--- config.mk ---
export PLATFORM = sky130hd
export DESIGN_NAME = cp0_unit_flat
export DESIGN_NICKNAME = d
export VERILOG_FILES = /design/src/rtl/cp0_pkg.sv /design/src/rtl/cp0_unit_if.sv /design/src/rtl/cp0_count_timer.sv /design/src/rtl/cp0_unit.sv /design/src/flat_wrapper.sv
export SDC_FILE = /design/constraint.sdc
export NUM_CORES = 1
export LEC_CHECK = 0
export ABC_AREA = 1
export CAP_MARGIN = 20
export CORE_UTILIZATION = 25
export CTS_BUF_LIST = sky130_fd_sc_hd__clkbuf_4
export CTS_CLUSTER_SIZE = 14
export DETAILED_ROUTE_END_ITERATION = 10
export GPL_TIMING_DRIVEN = 0
export SKIP_LAST_GASP = 1
export SLEW_MARGIN = 15
export SYNTH_ARGS = -nofsm -noshare
export SYNTH_HDL_FRONTEND = slang
export SYNTH_SLANG_ARGS = --single-unit
--- constraint.sdc ---
create_clock -name clk -period 1.5 [get_ports clk]
set_clock_uncertainty 0.1 [all_clocks]
set_input_delay 0.3 -clock clk [delete_from_list [all_inputs] [get_ports clk]]
set_output_delay 0.3 -clock clk [all_outputs]
set_load 0.05 [all_outputs]
--- src/rtl/cp0_pkg.sv ---
// cp0_pkg -- shared definitions for the coprocessor-0 slice.
//   Register numbers, exception codes, SR/Cause field positions and
//   the packed views of SR and Cause as seen by mfc0.
package cp0_pkg;

   // CP0 register numbers
   localparam logic [4:0] REG_COUNT   = 5'd9;
   localparam logic [4:0] REG_COMPARE = 5'd11;
   localparam logic [4:0] REG_SR      = 5'd12;
   localparam logic [4:0] REG_CAUSE   = 5'd13;
   localparam logic [4:0] REG_EPC     = 5'd14;
   localparam logic [4:0] REG_PRID    = 5'd15;

   // Exception codes; INT (0) also means "no synchronous exception"
   typedef enum logic [4:0] {
      EXC_INT  = 5'd0,
      EXC_ADEL = 5'd4,
      EXC_ADES = 5'd5,
      EXC_RI   = 5'd10,
      EXC_OV   = 5'd12
   } exc_code_e;

   // Field positions
   localparam int SR_IM_LSB     = 10;
   localparam int SR_EXL        = 1;
   localparam int SR_IE         = 0;
   localparam int CAUSE_BD      = 31;
   localparam int CAUSE_IP_LSB  = 10;
   localparam int CAUSE_EXC_LSB = 2;

   typedef struct packed {
      logic [5:0] im;
      logic       exl;
      logic       ie;
   } sr_t;

   typedef struct packed {
      logic       bd;
      logic [5:0] ip;
      logic [4:0] exc_code;
   } cause_t;

   // Place SR fields at their architectural bit positions; rest read 0
   function automatic logic [31:0] pack_sr(sr_t s);
      logic [31:0] r;
      r = '0;
      r[SR_IM_LSB +: 6] = s.im;
      r[SR_EXL]         = s.exl;
      r[SR_IE]          = s.ie;
      return r;
   endfunction

   function automatic logic [31:0] pack_cause(cause_t c);
      logic [31:0] r;
      r = '0;
      r[CAUSE_BD]            = c.bd;
      r[CAUSE_IP_LSB +: 6]   = c.ip;
      r[CAUSE_EXC_LSB +: 5]  = c.exc_code;
      return r;
   endfunction

endpackage

--- src/rtl/cp0_unit_if.sv ---
// cp0_unit_if -- pipeline <-> CP0 signal bundle.
//   slave  : CP0 side (consumes M-stage info, produces Dout/EPCOut/HandlerPC/Req)
//   master : pipeline side
interface cp0_unit_if;
   logic [4:0]  RdAddr;
   logic [4:0]  WrAddr;
   logic [31:0] Din;
   logic        WE;
   logic [31:0] VPC;
   logic        BDIn;
   logic [4:0]  ExcCodeIn;
   logic [5:0]  HWInt;
   logic        EXLClr;
   logic [31:0] Dout;
   logic [31:0] EPCOut;
   logic [31:0] HandlerPC;
   logic        Req;

   modport slave (
      input  RdAddr, WrAddr, Din, WE, VPC, BDIn, ExcCodeIn, HWInt, EXLClr,
      output Dout, EPCOut, HandlerPC, Req
   );

   modport master (
      output RdAddr, WrAddr, Din, WE, VPC, BDIn, ExcCodeIn, HWInt, EXLClr,
      input  Dout, EPCOut, HandlerPC, Req
   );
endinterface

--- src/rtl/cp0_count_timer.sv ---
// cp0_count_timer -- Count/Compare timer (built only with CP0_COUNT_EN).
//   clk, reset     : clock, async active-low reset
//   wr_count       : load Count from din instead of incrementing
//   wr_compare     : load Compare from din, clears the pending timer
//   din            : mtc0 write data
//   count, compare : register contents for mfc0
//   timer_pend     : timer interrupt pending (visible in the matching cycle)
module cp0_count_timer (
   input  logic        clk,
   input  logic        reset,
   input  logic        wr_count,
   input  logic        wr_compare,
   input  logic [31:0] din,
   output logic [31:0] count,
   output logic [31:0] compare,
   output logic        timer_pend
);

   logic [31:0] count_q, compare_q;
   logic        pend_q;

   // The match is ORed in combinationally so the request appears in the
   // very cycle Count equals Compare; pend_q holds it afterwards.
   assign timer_pend = pend_q | (count_q == compare_q);
   assign count      = count_q;
   assign compare    = compare_q;

   always_ff @(posedge clk or negedge reset) begin
      if (!reset) begin
         count_q   <= '0;
         compare_q <= '0;
         pend_q    <= 1'b0;
      end else begin
         count_q   <= wr_count ? din : count_q + 32'd1;
         if (wr_compare) compare_q <= din;
         pend_q    <= wr_compare ? 1'b0 : timer_pend;
      end
   end

endmodule

--- src/rtl/cp0_unit.sv ---
// cp0_unit -- M-stage coprocessor 0: SR, Cause, EPC, PRId; mfc0/mtc0/eret;
//             interrupt/exception request generation.
//   clk    : clock, rising edge
//   reset  : asynchronous, active-low
//   bus    : cp0_unit_if.slave (RdAddr/WrAddr/Din/WE, VPC/BDIn/ExcCodeIn,
//            HWInt, EXLClr in; Dout, EPCOut, HandlerPC, Req out)
//   Optional: define CP0_COUNT_EN to add Count(9)/Compare(11) with a timer
//   interrupt merged into HWInt[5].
module cp0_unit
   import cp0_pkg::*;
#(
   parameter logic [31:0] PRID_VALUE = 32'h0000_2023,
   parameter logic [31:0] HANDLER_PC = 32'h0000_4180
) (
   input  logic       clk,
   input  logic       reset,
   cp0_unit_if.slave  bus
);

   sr_t         sr_q;
   cause_t      cause_q;
   logic [31:0] epc_q;

   logic [5:0]  hw_eff;
   logic        int_req, exc_req, req;
   logic        wr_en;

   // A write in the same cycle as a taken exception is discarded
   assign wr_en = bus.WE & ~req;

`ifdef CP0_COUNT_EN
   logic [31:0] count, compare;
   logic        timer_pend;

   cp0_count_timer u_timer (
      .clk        (clk),
      .reset      (reset),
      .wr_count   (wr_en && bus.WrAddr == REG_COUNT),
      .wr_compare (wr_en && bus.WrAddr == REG_COMPARE),
      .din        (bus.Din),
      .count      (count),
      .compare    (compare),
      .timer_pend (timer_pend)
   );

   assign hw_eff = {bus.HWInt[5] | timer_pend, bus.HWInt[4:0]};
`else
   assign hw_eff = bus.HWInt;
`endif

   assign int_req = (|(hw_eff & sr_q.im)) & sr_q.ie & ~sr_q.exl;
   assign exc_req = (bus.ExcCodeIn != EXC_INT) & ~sr_q.exl;
   assign req     = int_req | exc_req;

   assign bus.Req       = req;
   assign bus.EPCOut    = epc_q;
   assign bus.HandlerPC = HANDLER_PC;

   // SR: exception entry sets EXL; otherwise mtc0 first, then eret clears
   // EXL, so an mtc0 to SR together with eret leaves EXL at 0.
   always_ff @(posedge clk or negedge reset) begin
      if (!reset) begin
         sr_q <= '0;
      end else if (req) begin
         sr_q.exl <= 1'b1;
      end else begin
         if (wr_en && bus.WrAddr == REG_SR) begin
            sr_q.im  <= bus.Din[SR_IM_LSB +: 6];
            sr_q.exl <= bus.Din[SR_EXL];
            sr_q.ie  <= bus.Din[SR_IE];
         end
         if (bus.EXLClr) sr_q.exl <= 1'b0;
      end
   end

   // Cause: IP tracks the (merged) interrupt lines every cycle; BD and
   // ExcCode only change on exception entry. Not writable by mtc0.
   always_ff @(posedge clk or negedge reset) begin
      if (!reset) begin
         cause_q <= '0;
      end else begin
         cause_q.ip <= hw_eff;
         if (req) begin
            cause_q.bd       <= bus.BDIn;
            cause_q.exc_code <= int_req ? EXC_INT : bus.ExcCodeIn;
         end
      end
   end

   // EPC: delay-slot instructions restart at the branch (VPC-4, wrapping)
   always_ff @(posedge clk or negedge reset) begin
      if (!reset) begin
         epc_q <= '0;
      end else if (req) begin
         epc_q <= bus.BDIn ? bus.VPC - 32'd4 : bus.VPC;
      end else if (wr_en && bus.WrAddr == REG_EPC) begin
         epc_q <= bus.Din;
      end
   end

   // mfc0 returns pre-edge contents; no write bypass
   always_comb begin
      bus.Dout = '0;
      case (bus.RdAddr)
         REG_SR:      bus.Dout = pack_sr(sr_q);
         REG_CAUSE:   bus.Dout = pack_cause(cause_q);
         REG_EPC:     bus.Dout = epc_q;
         REG_PRID:    bus.Dout = PRID_VALUE;
`ifdef CP0_COUNT_EN
         REG_COUNT:   bus.Dout = count;
         REG_COMPARE: bus.Dout = compare;
`endif
         default:     bus.Dout = '0;
      endcase
   end

endmodule

--- src/flat_wrapper.sv ---
// flat-port wrapper written by rule: the top's interface ports become plain ports
module cp0_unit_flat import cp0_pkg::*;
#(
   parameter logic [31:0] PRID_VALUE = 32'h0000_2023,
   parameter logic [31:0] HANDLER_PC = 32'h0000_4180
)
  (clk, reset, bus_RdAddr, bus_WrAddr, bus_Din, bus_WE, bus_VPC, bus_BDIn, bus_ExcCodeIn, bus_HWInt, bus_EXLClr, bus_Dout, bus_EPCOut, bus_HandlerPC, bus_Req);
  cp0_unit_if bus_i ();
  input  logic clk;
  input  logic reset;
  input wire logic [$bits(bus_i.RdAddr)-1:0] bus_RdAddr;
  input wire logic [$bits(bus_i.WrAddr)-1:0] bus_WrAddr;
  input wire logic [$bits(bus_i.Din)-1:0] bus_Din;
  input wire logic [$bits(bus_i.WE)-1:0] bus_WE;
  input wire logic [$bits(bus_i.VPC)-1:0] bus_VPC;
  input wire logic [$bits(bus_i.BDIn)-1:0] bus_BDIn;
  input wire logic [$bits(bus_i.ExcCodeIn)-1:0] bus_ExcCodeIn;
  input wire logic [$bits(bus_i.HWInt)-1:0] bus_HWInt;
  input wire logic [$bits(bus_i.EXLClr)-1:0] bus_EXLClr;
  output wire logic [$bits(bus_i.Dout)-1:0] bus_Dout;
  output wire logic [$bits(bus_i.EPCOut)-1:0] bus_EPCOut;
  output wire logic [$bits(bus_i.HandlerPC)-1:0] bus_HandlerPC;
  output wire logic [$bits(bus_i.Req)-1:0] bus_Req;
  assign bus_i.RdAddr = bus_RdAddr;
  assign bus_i.WrAddr = bus_WrAddr;
  assign bus_i.Din = bus_Din;
  assign bus_i.WE = bus_WE;
  assign bus_i.VPC = bus_VPC;
  assign bus_i.BDIn = bus_BDIn;
  assign bus_i.ExcCodeIn = bus_ExcCodeIn;
  assign bus_i.HWInt = bus_HWInt;
  assign bus_i.EXLClr = bus_EXLClr;
  assign bus_Dout = bus_i.Dout;
  assign bus_EPCOut = bus_i.EPCOut;
  assign bus_HandlerPC = bus_i.HandlerPC;
  assign bus_Req = bus_i.Req;
  cp0_unit #(.PRID_VALUE(PRID_VALUE), .HANDLER_PC(HANDLER_PC)) u_core (.clk(clk), .reset(reset), .bus(bus_i));
endmodule
==> metrics.csv <==
stage,metric,value,unit
run_status,outcome,finished with violations,
run_status,failing checks,"DRC, setup timing",
logic_synthesis,multiplexer share of the synthesized area,0,%
worst_setup_path,Crit path required time,1.10,ns
logic_synthesis,Area contributors post-synth,"dfrtp_1, nand2_1, nor2_1",
die,Chip Width,125.4,µm
logic_synthesis,top cell type by total area after synthesis,dfrtp_1,
die,Die Area,15730,µm²
die,Row Count,44,
logic_synthesis,Synth top cells by count,"nand2_1, nor2_1, inv_1",
sta,Final Worst Setup Slack,-0.5050,ns
worst_setup_path,Critical Path AT,1.61,ns
cts,clock sinks,52,
power_and_ir_drop,pwr dens,1528,nW/µm²
global_routing,pin count of the biggest net entering global routing,53,
logic_synthesis,Syn. warnings,0,
power_and_ir_drop,part of the power in combinational logic,70.3,%
place,Setup WS pre-CTS,-1.631,ns
power_and_ir_drop,Pint,5.403,mW
logic_synthesis,Post-synth EDFFs,0,
die,Die Y,125.4,µm
logic_synthesis,Synth Register Bits,52,
worst_setup_path,critical setup path kind,flip-flop to primary output,
final_layout,Final nets,928,
power_and_ir_drop,Power Total,11.14,mW
cts,Max Buffers Root-to-Sink,2,
sta,setup TNS,-18.98,ns
drt,Wirelength per Cell,15.36,µm
power_and_ir_drop,Worst VDD drop,0.6017,mV
drt,vias,4510,
cts,clock root cell,clkbuf_4,
cts,htree depth,2,
sta,Pins Over Slew Limit,0,
power_and_ir_drop,share of power burned in the clock network,6.7,%
power_and_ir_drop,LEAKAGE,3.591,nW
die,Initial Util,25.91,%
power_and_ir_drop,Switching Power,5.739,mW
final_layout,"non-filler cells, final",1023,
logic_synthesis,Adder-Cell Fraction of Synth Area,0.3285,%
logic_synthesis,"Distinct cells, synth",31,
cts,CTS tree,built,
run,max-cap viol count,0,
global_routing,vias in the first global route,4182,
final_layout,layout cells sized above 1,38.90,%
drt,DRT met1 WL,6635,µm
place,Buffers on Ports,154,
global_routing,initial antenna violation count,1,
drt,DR WL met2,7962,µm
power_and_ir_drop,Sw Ratio,51.51,%
sta,final setup fails,82,
sta,final hold viol count,0,
logic_synthesis,largest family of logic cells by synthesized area,simple AND/OR/NAND/NOR gates,
drt,initial DRC count,235,
logic_synthesis,Post-synth ARST share,100.0,%
worst_setup_path,Critical Path End Type,primary output,
drt,DR pass1 iterations,7,
global_routing,total gr overflow,0,
drt,DRC,12,
logic_synthesis,Yosys top cell area share,34.17,%
sta,Worst-Margin Slew,0.7205,ns
logic_synthesis,xor-xnor portion of the synthesized cell area,3.679,%
die,# IOs,187,
logic_synthesis,Synth Area in Simple Gates,37.61,%
sta,WHS,0.2328,ns
worst_setup_path,Startpoint Class,flip-flop,
logic_synthesis,"Primary FF master, synth",dfrtp_1,
drt,final WL,15710,µm
final_layout,post-route cell area,7293,µm²
hold_path,Tightest Hold Check Type,input port to flip-flop,
place,HPWL Detailed,11430,µm
logic_synthesis,average cell area after synthesis,6.444,µm²
place,placed cells,959,
sta,Slew headroom,51.97,%
drt,drt via density,4.409,
sta,min Tclk post-route,2.005,ns
cts,worst skew pair latency,0.41,ns
place,routability cong.,0.8724,
drt,Top Metal Used,met4,
logic_synthesis,most common cell in the synthesized netlist,nand2_1,
cts,Clock transition at path regs,0.18,ns
logic_synthesis,synthesized area,3809,µm²
cts,CTS Buf Count,5,
sta,Peak Freq,0.4987,GHz
power_and_ir_drop,sequential fraction of design power,23.0,%
place,Placed Area,6015,µm²
drt,DR WL met3,848,µm
logic_synthesis,Synth Area in Compound Gates,8.213,%
global_routing,GRT Total Usage,18.71,%
sta,RSZ-0062 raised after global routing,yes,
global_routing,global-route wire length before repair,22800,µm
sta,final critical-path share of the clock period,133.7,%
logic_synthesis,Gate Count Post-Synth,591,
logic_synthesis,register area share after synthesis,34.17,%
worst_setup_path,maximum fanout along the worst path,2,
final_layout,Finished Core Util,49.62,%
die,core area,14700,µm²
drt,Antenna Violating Nets Remaining,0,
final_layout,Area Overhead vs Synth,91.49,%
-- layout make-up --
type / instances / area (µm²)
Clock buffer: 5 / 37.54
Sequential cell: 52 / 1313
Multi-Input combinational cell: 452 / 2710
Timing Repair Buffer: 209 / 2228
Clock inverter: 3 / 27.53
Tap cell: 184 / 230.2
Buffer: 45 / 451.7
Antenna cell: 1 / 2.502
Inverter: 72 / 292.8
Fill cell: 1447 / 7406
-- flip-flops by register name (all words and copies together), names as in the netlist --
register / flops
u_core.cause_q: 12
u_core.bus.EPCOut: 32
u_core.sr_q: 8
-- power groups by stage --
stage	registers (mW)	logic [mW]	clock network, mW
final	2.57	7.83	0.742
after global routing	2.64	8.26	0.807
after CTS	2.51	6.15	0.756
after detailed placement	2.48	5.71	0
after global placement	2.48	5.67	0
after floorplan	3.92	2.26	0
-- final timing paths --
kind                       cells after the start  slack [ns]               endpoint             startpoint
hold reg to reg                                2        0.43  u_core.bus.EPCOut[28]  u_core.bus.EPCOut[28]
min in group asynchronous                      2        0.35  u_core.bus.EPCOut[30]                  reset
setup / recovery                               8       -0.51                bus_Req         u_core.sr_q[4]
setup reg to reg                              14       -0.39   u_core.bus.EPCOut[3]         u_core.sr_q[4]
max in group asynchronous                      2        0.42  u_core.bus.EPCOut[31]                  reset
hold / removal                                 1        0.23      u_core.cause_q[7]           bus_HWInt[2]
-- what timing repair did --
item / in CTS / in global routing
endpoints found under the hold margin: 52 / 0
gates cloned: 5 / 5
gates resized for setup: 520 / 165
pin swaps: 17 / 27
endpoints found under the setup margin: 111 / 95
setup buffers: 23 / 27
hold buffers: 1 / 0
-- per-layer routing --
layer / global-route usage (%) / vias to the layer above
met5: 0 / -
met4: 5.093 / 0
met3: 3.124 / 17
met2: 32.32 / 146
met1: 23.98 / 2079
li1: - / 2268
-- critical path, stage by stage (launching register included) --
cell and delay (ns):
dfrtp_1 0.42, nand2_1 0.06, nand2_1 0.06, a21oi_2 0.13
nand2_2 0.08, nand3_4 0.10, nand2_8 0.06, clkbuf_16 0.15
buf_12 0.14
-- kinds of logic after synthesis --
kind of cell               count (synthesis)
xor gates and xnor gates                  16
AOI/OAI and AO/OA                         59
other                                      2
buffers and inverters                    118
and+or+nand+nor                          343
DFF                                       52
adders and majority gates                  1
-- placed cells by master (no fill, tap or decap), drive strengths merged, types with 3 or more instances in the layout --
cell / Yosys / routed
buf: 44 / 157
conb: 2 / 32
dfrtp: 52 / 52
a21oi: 13 / 13
dlygate4sd2: 0 / 7
inv: 72 / 73
o21ai: 40 / 40
nand3: 46 / 46
o211ai: 4 / 4
nor2: 91 / 91
nand3b: 3 / 3
clkdlybuf4s50: 0 / 76
clkbuf: 2 / 18
nand4: 5 / 5
nor3: 3 / 3
xnor2: 5 / 5
xor2: 11 / 11
nand2: 194 / 195
(Power assumes the default switching activity.)
